===== src/rtl/dm_arb_pkg.sv =====
// Shared constants and types for the data-memory arbiter.
// Build option: DM_ARB_LOCK_EN enables the grant-lock feature.
package dm_arb_pkg;
  localparam logic       DM_P_CPU = 1'b0;
  localparam logic       DM_P_DMA = 1'b1;
  localparam logic [3:0] BE_NONE  = 4'b0000;
  localparam logic [3:0] BE_WORD  = 4'b1111;

  typedef struct packed {
    logic vld;
    logic rd;
    logic err;
    logic own;
  } dm_rsp_t;
endpackage


===== src/rtl/dm_rr_arb2.sv =====
// Two-way round-robin grant with optional lock (DM_ARB_LOCK_EN).
// Port 0 wins the first tie after reset.
module dm_rr_arb2
  import dm_arb_pkg::*;
(
  input  logic       clk,
  input  logic       rst,
  input  logic [1:0] i_req,
  input  logic [1:0] i_lock,
  output logic [1:0] o_gnt
);
  logic       r_last;
  logic [1:0] w_req;
  logic [1:0] w_gnt;

`ifdef DM_ARB_LOCK_EN
  logic r_lock_vld;
  logic r_lock_own;
  logic w_locked;

  // A lock only binds while its owner keeps requesting.
  assign w_locked = r_lock_vld & i_req[r_lock_own];

  always_comb begin
    w_req = i_req;
    if (w_locked)
      w_req = r_lock_own ? 2'b10 : 2'b01;
  end

  always_ff @(posedge clk) begin
    if (rst) begin
      r_lock_vld <= 1'b0;
      r_lock_own <= DM_P_CPU;
    end else if (w_locked) begin
      if (!i_lock[r_lock_own])
        r_lock_vld <= 1'b0;
    end else if (|w_gnt) begin
      r_lock_vld <= |(w_gnt & i_lock);
      r_lock_own <= w_gnt[1];
    end else begin
      r_lock_vld <= 1'b0;
    end
  end
`else
  logic w_lock_unused;
  assign w_lock_unused = ^i_lock;
  assign w_req = i_req;
`endif

  always_comb begin
    unique case (w_req)
      2'b11:   w_gnt = r_last ? 2'b01 : 2'b10;
      default: w_gnt = w_req;
    endcase
  end

  always_ff @(posedge clk) begin
    if (rst)
      r_last <= DM_P_DMA;
    else if (|w_gnt)
      r_last <= w_gnt[1];
  end

  assign o_gnt = w_gnt;
endmodule


===== src/rtl/dm_arbiter.sv =====
// Data-memory arbiter: CPU MEM stage vs debug DMA onto one sync RAM.
// Build option: DM_ARB_LOCK_EN enables pN_lock grant holding.
module dm_arbiter
  import dm_arb_pkg::*;
#(
  parameter int MEM_AW = 10,
  parameter int ADDR_W = 32
) (
  input  logic              clk,
  input  logic              rst,
  input  logic              p0_req,
  input  logic              p0_we,
  input  logic [ADDR_W-1:0] p0_addr,
  input  logic [3:0]        p0_be,
  input  logic [31:0]       p0_wdata,
  input  logic              p0_lock,
  output logic              p0_gnt,
  output logic              p0_rvalid,
  output logic [31:0]       p0_rdata,
  output logic              p0_err,
  input  logic              p1_req,
  input  logic              p1_we,
  input  logic [ADDR_W-1:0] p1_addr,
  input  logic [3:0]        p1_be,
  input  logic [31:0]       p1_wdata,
  input  logic              p1_lock,
  output logic              p1_gnt,
  output logic              p1_rvalid,
  output logic [31:0]       p1_rdata,
  output logic              p1_err,
  output logic [MEM_AW-1:0] mem_addr,
  output logic [3:0]        mem_wea,
  output logic [31:0]       mem_din,
  input  logic [31:0]       mem_dout
);
  logic [1:0]        w_req;
  logic [1:0]        w_gnt;
  logic              w_any;
  logic              w_sel;
  logic              w_we;
  logic              w_oor;
  logic [ADDR_W-1:0] w_addr;
  logic [3:0]        w_be;
  logic [31:0]       w_wdata;
  logic              w_rv;
  logic              w_ev;
  logic              w_addr_unused;
  dm_rsp_t           r_rsp;

  assign w_addr_unused = ^{p0_addr[1:0], p1_addr[1:0]};

  // No grants while reset is held.
  assign w_req = {p1_req, p0_req} & {2{~rst}};

  dm_rr_arb2 u_rr (
    .clk    (clk),
    .rst    (rst),
    .i_req  (w_req),
    .i_lock ({p1_lock, p0_lock}),
    .o_gnt  (w_gnt)
  );

  assign w_any   = |w_gnt;
  assign w_sel   = w_gnt[1];
  assign w_addr  = w_sel ? p1_addr  : p0_addr;
  assign w_we    = w_sel ? p1_we    : p0_we;
  assign w_be    = w_sel ? p1_be    : p0_be;
  assign w_wdata = w_sel ? p1_wdata : p0_wdata;
  assign w_oor   = |w_addr[ADDR_W-1:MEM_AW+2];

  assign mem_addr = w_any ? w_addr[MEM_AW+1:2] : '0;
  assign mem_wea  = (w_any && w_we && !w_oor) ? w_be : BE_NONE;
  assign mem_din  = w_any ? w_wdata : '0;

  always_ff @(posedge clk) begin
    if (rst) begin
      r_rsp <= '0;
    end else begin
      r_rsp.vld <= w_any;
      r_rsp.rd  <= w_any & ~w_we;
      r_rsp.err <= w_any & w_oor;
      r_rsp.own <= w_sel;
    end
  end

  // Gating with rst drops a response pending when reset arrives.
  assign w_rv = r_rsp.vld & r_rsp.rd  & ~rst;
  assign w_ev = r_rsp.vld & r_rsp.err & ~rst;

  assign p0_gnt    = w_gnt[0];
  assign p1_gnt    = w_gnt[1];
  assign p0_rvalid = w_rv & (r_rsp.own == DM_P_CPU);
  assign p1_rvalid = w_rv & (r_rsp.own == DM_P_DMA);
  assign p0_err    = w_ev & (r_rsp.own == DM_P_CPU);
  assign p1_err    = w_ev & (r_rsp.own == DM_P_DMA);
  assign p0_rdata  = (p0_rvalid && !r_rsp.err) ? mem_dout : '0;
  assign p1_rdata  = (p1_rvalid && !r_rsp.err) ? mem_dout : '0;

  a_p0_hold: assert property (@(posedge clk) disable iff (rst)
    (p0_req && !p0_gnt) |=> (!p0_req ||
      (p0_addr == $past(p0_addr) && p0_we == $past(p0_we))));
  a_p1_hold: assert property (@(posedge clk) disable iff (rst)
    (p1_req && !p1_gnt) |=> (!p1_req ||
      (p1_addr == $past(p1_addr) && p1_we == $past(p1_we))));
endmodule


===== config.mk =====
export PLATFORM = sky130hd
export DESIGN_NAME = dm_arbiter
export DESIGN_NICKNAME = d
export VERILOG_FILES = /design/src/rtl/dm_arb_pkg.sv /design/src/rtl/dm_rr_arb2.sv /design/src/rtl/dm_arbiter.sv
export SDC_FILE = /design/constraint.sdc
export NUM_CORES = 1
export LEC_CHECK = 0
export ABC_CLOCK_PERIOD_IN_PS = 2900
export BUFFER_PORTS_ARGS = -buffer_cell sky130_fd_sc_hd__buf_2
export CAP_MARGIN = 20
export CORE_AREA = 2 2 113 115
export DETAILED_ROUTE_END_ITERATION = 8
export DIE_AREA = 0 0 115 117
export PLACE_DENSITY = 0.48
export SYNTH_ARGS = -nofsm -noshare
export SYNTH_HDL_FRONTEND = slang
export SYNTH_SLANG_ARGS = --single-unit

===== constraint.sdc =====
create_clock -name clk -period 2.9 [get_ports clk]
set_input_delay 0.58 -clock clk [delete_from_list [all_inputs] [get_ports clk]]
set_output_delay 0.58 -clock clk [all_outputs]
set_load 0.02 [all_outputs]

After elaboration in Yosys (flattened, before gate mapping). Cells that the tools add are included.

Register bits: 5.

Muxes and demuxes: 11. Reductions and logical operators: 8. Bitwise operators: 14. Equal/unequal tests: 1.

Operator list (number): two-way mux 32 bit (5); OR reduction 20 bit (1); AND 1 bit (10); two-way mux 10 bit (1); two-way mux 4 bit (2); logical AND 1 bit (4); two-way mux 2 bit (2); NOT 1 bit (3); AND 2 bit (1); == test 2 bit, second input constant (1); zero test 1 bit (2); OR reduction 2 bit (1); two-way mux 1 bit (1).

Longest topological paths before layout.
Depth in word-level cells: 9. Mapped depth: 6. Depth with buffers taken out: 5.

Hierarchy. From an unflattened synthesis, not the netlist that was laid out.

Cells, all modules: 179. Area total of the unflattened synthesis: 1283.7 um^2.

By module, submodules not included: dm_arbiter (sequential area each 80.1 um^2, instances 1, cells each 173, area each 1229.9 um^2); dm_rr_arb2 (sequential area each 20.0 um^2, instances 1, cells each 6, area each 53.8 um^2).

Worst setup path after synthesis. No wires, ideal clock.

Path kind: in2out. Start: in p1_addr[28]. End: out mem_wea[0]. Arrival: 2.546 ns. Stages on the path: 3. Buffers on the path: 0. Path slack: -0.226 ns. Data required time: 2.320 ns. Cell sequence: or4_1 -> or4_4 -> a2111oi_1.

Cells in the longest elaborated chain, start to end: 5.

RTL lines: from (decl) (RTL line dm_arbiter.sv:23) `input logic [ADDR_W-1:0] p1_addr,`; two-way mux 32 bit (RTL line dm_arbiter.sv:65) `assign w_addr = w_sel ? p1_addr : p0_addr;`; OR reduction 20 bit (RTL line dm_arbiter.sv:69) `assign w_oor = |w_addr[ADDR_W-1:MEM_AW+2];`; zero test 1 bit (RTL line dm_arbiter.sv:72) `assign mem_wea = (w_any && w_we && !w_oor) ? w_be : BE_NONE;`; logical AND 1 bit (RTL line dm_arbiter.sv:72); two-way mux 4 bit (RTL line dm_arbiter.sv:72); to (decl) (RTL line dm_arbiter.sv:32) `output logic [3:0] mem_wea,`.

No other way between the ends.

Final worst setup path.
Start: in p1_addr[28]. End: out mem_wea[2].

Same word-level chain as after synthesis.

==> results.yml <==
outcome:
  status: "complete, no violations"
clocking:
  clk_latency_ps: 220
  postCtsSetupRepairBufs: 0
  cts_tree: "yes"
  clockBufferDepth: 2
  hold_buffers: 0
  cts_max_level: 1
  clock_sink_count: 5
  cts_made_buffers: 3
  root_buffer: "clkbuf_16"
  clkTransAtPathRegs_ps: 30
synth:
  yosysTopAreaCell: "and2_1"
  synth_top_area_frac: 0.295
  ys_seq_elements: 5
  synth_cell_types: 18
  ys_top_cells_by_area: "and2_1, nand2_1, a21oi_1"
  syn_area_per_cell_um2: 5.34
  yosys_warnings: 0
  syn_nets: 438
  seq_area_frac_synth: 0.0715
  postSynthCellCount: 262
  syn_area_um2: 1400
critical_path:
  reg2reg_depth: 6
  cp_cell_sequence: "buf_2 > or4_1 > or4_4 > a2111oi_2 > buf_4"
  slowest_delay_ps: 520
  reg2reg_from: "u_rr.r_last$_SDFFE_PP1P_"
  crit_fanout: 5
  slowest_stage: "or4_1"
  startpoint: "p1_addr[28]"
  end_kind: "output pin"
  critPathArrivalTime_ps: 2280
  path_class: "input port to output pin"
  startpoint_type: "input port"
  crit_required_ps: 2320
place:
  place_ws_ps: -130
  gp_congestion: 0.712
  port_buffers: 285
  dp_hpwl_mm: 7.81
hold_path:
  worstHoldStart: "u_rr.r_last$_SDFFE_PP1P_"
  min_path_type: "register to register"
  hold_depth: 2
final_layout:
  areaGrowthSynthToFinish_pct: 127
  seqCellArea_um2: 100
  drive_above_1_share: 0.568
  n_antenna_cell: 0
  fill_cells: 1420
  multi_input_area_um2: 1250
  nNetsFinal: 719
  most-common-layout-cells: "buf_2, nand2_1, and2_1"
  final_common_cell: "buf_2"
sta:
  fin_worst_skew_ps: 1.37
  slew_viol_final: 0
  tightest_slew_ps: 582
  finalHoldViolations: 0
  fin_crit_sh: 0.985
  finalSetupViolCount: 0
  clock.fmax_ghz: 0.350
  fin_ws_ps: 43.5
  rsz0062_at_grt: "yes"
  slew_headroom: 0.601
  period_needed_ps: 2860
die:
  dieArea_um2: 13500
  dieWidth_um: 115
  row_count: 41
  core_um2: 12300
  die_y_um: 117
  pin_count: 292
  initial_utilization: 0.114
power_and_ir_drop:
  p_total_uw: 638
  power_density_nw_per_um2: 201
  p_leak_nw: 2.00
  peakVddDrop_v: 0.000184
global_route:
  grt-ovfl-total: 0
  antenna_found_initial: 1
  grt_pass1_vias: 2351
  grt_max_degree: 48
  grt.total_usage: 0.115
  grt_pass1_wl_mm: 12.0
drt:
  num_vias: 2737
  avgViaCountPerCell: 3.96
  drc: 0
  firstDrtPassIters: 4
  drt_iter0_markers: 78
  routed_wl_mm: 9.04
  ant_nets: 0
  detail_route.wl_per_cell_um: 13.1
flow_run:
  maxCapViolCount: 0
[final timing paths]
path	endpoint	slack [ps]
hold reg to reg	u_rr.r_last$_SDFFE_PP1P_	490
setup / recovery	mem_wea[2]	40
setup reg to reg	r_rsp[2]$_SDFF_PP0_	1400
hold / removal	u_rr.r_last$_SDFFE_PP1P_	490
[cell usage after synthesis]
master	n
or4_4	1
clkbuf_1	18
or4_1	3
inv_1	4
and2_1	66
a2111oi_1	4
nor4_1	8
mux2i_1	5
buf_1	2
nor2_1	2
o21ai_0	1
and3_1	3
nor2b_1	3
nor3_1	1
a21oi_1	43
o21bai_1	1
nand2_1	92
dfxtp_1	5
[registers in the layout (all words and copies together), names as in the netlist]
name,flops
r_rsp,4
u_rr.r_last,1
[cells by family (layout without fill, tap and decap cells)]
family                 after synthesis  after routing  share of synthesized area
flip-flops                           5              5                     0.0715
AND/OR/NAND/NOR                    179            179                      0.637
AO/OA/AOI/OAI                       49             49                      0.191
multiplexers                         5              5                     0.0357
buffers and inverters               24            304                     0.0643
[worst max-delay path, delay by kind of cell]
family | cells | cell delay (ps)
AO/OA/AOI/OAI | 1 | 390
buffers and inverters | 2 | 300
AND/OR/NAND/NOR | 2 | 1010
[power breakdown]
group	total, mW	switching, mW	leakage (nW)	internal, mW
clock network	0.222	0.0407	0.0382	0.182
logic	0.339	0.186	1.92	0.153
registers	0.0768	0.00294	0.0417	0.0739
[per-layer routing]
layer / track usage / wire length [µm] / vias to the layer above / part of all wire
li1: - / - / 1412 / -
met1: 0.135 / 3620 / 1147 / 0.40
met2: 0.228 / 4680 / 176 / 0.52
met3: 0.0118 / 699 / 2 / 0.077
met4: 0.0145 / 34 / 0 / 0.0038
met5: 0 / 0 / - / 0
[per-stage QoR]
step | instance area, µm² | util | hold WS [ps] | cells | setup TNS [ps]
6_report | 3180 | 0.258 | 487 | 692 | 0
5_1_grt | 3180 | 0.258 | 521 | 692 | -82.8
4_1_cts | 3170 | 0.258 | 491 | 692 | 0
3_5_place_dp | 3070 | 0.249 | 482 | 688 | -436
3_3_place_gp | 3070 | 0.249 | 485 | 688 | -411
2_1_floorplan | 1400 | - | 461 | 262 | -903
[final cells by class]
| class | count | area share |
|---|---|---|
| clock buffers | 4 | 0.0248 |
| multi-input cells | 233 | 0.394 |
| well taps | 150 | 0.0591 |
| repair buffers | 296 | 0.486 |
| flip-flops and latches | 5 | 0.0315 |
| inverters | 4 | 0.00472 |
[what timing repair did]
item | 4_1_cts | 5_1_grt
resized for setup | 7 | 2
endpoints found under the setup margin | 4 | 4
endpoints found under the hold margin | 0 | 0
pin swaps | 2 | 0
(Power assumes the default switching activity.)
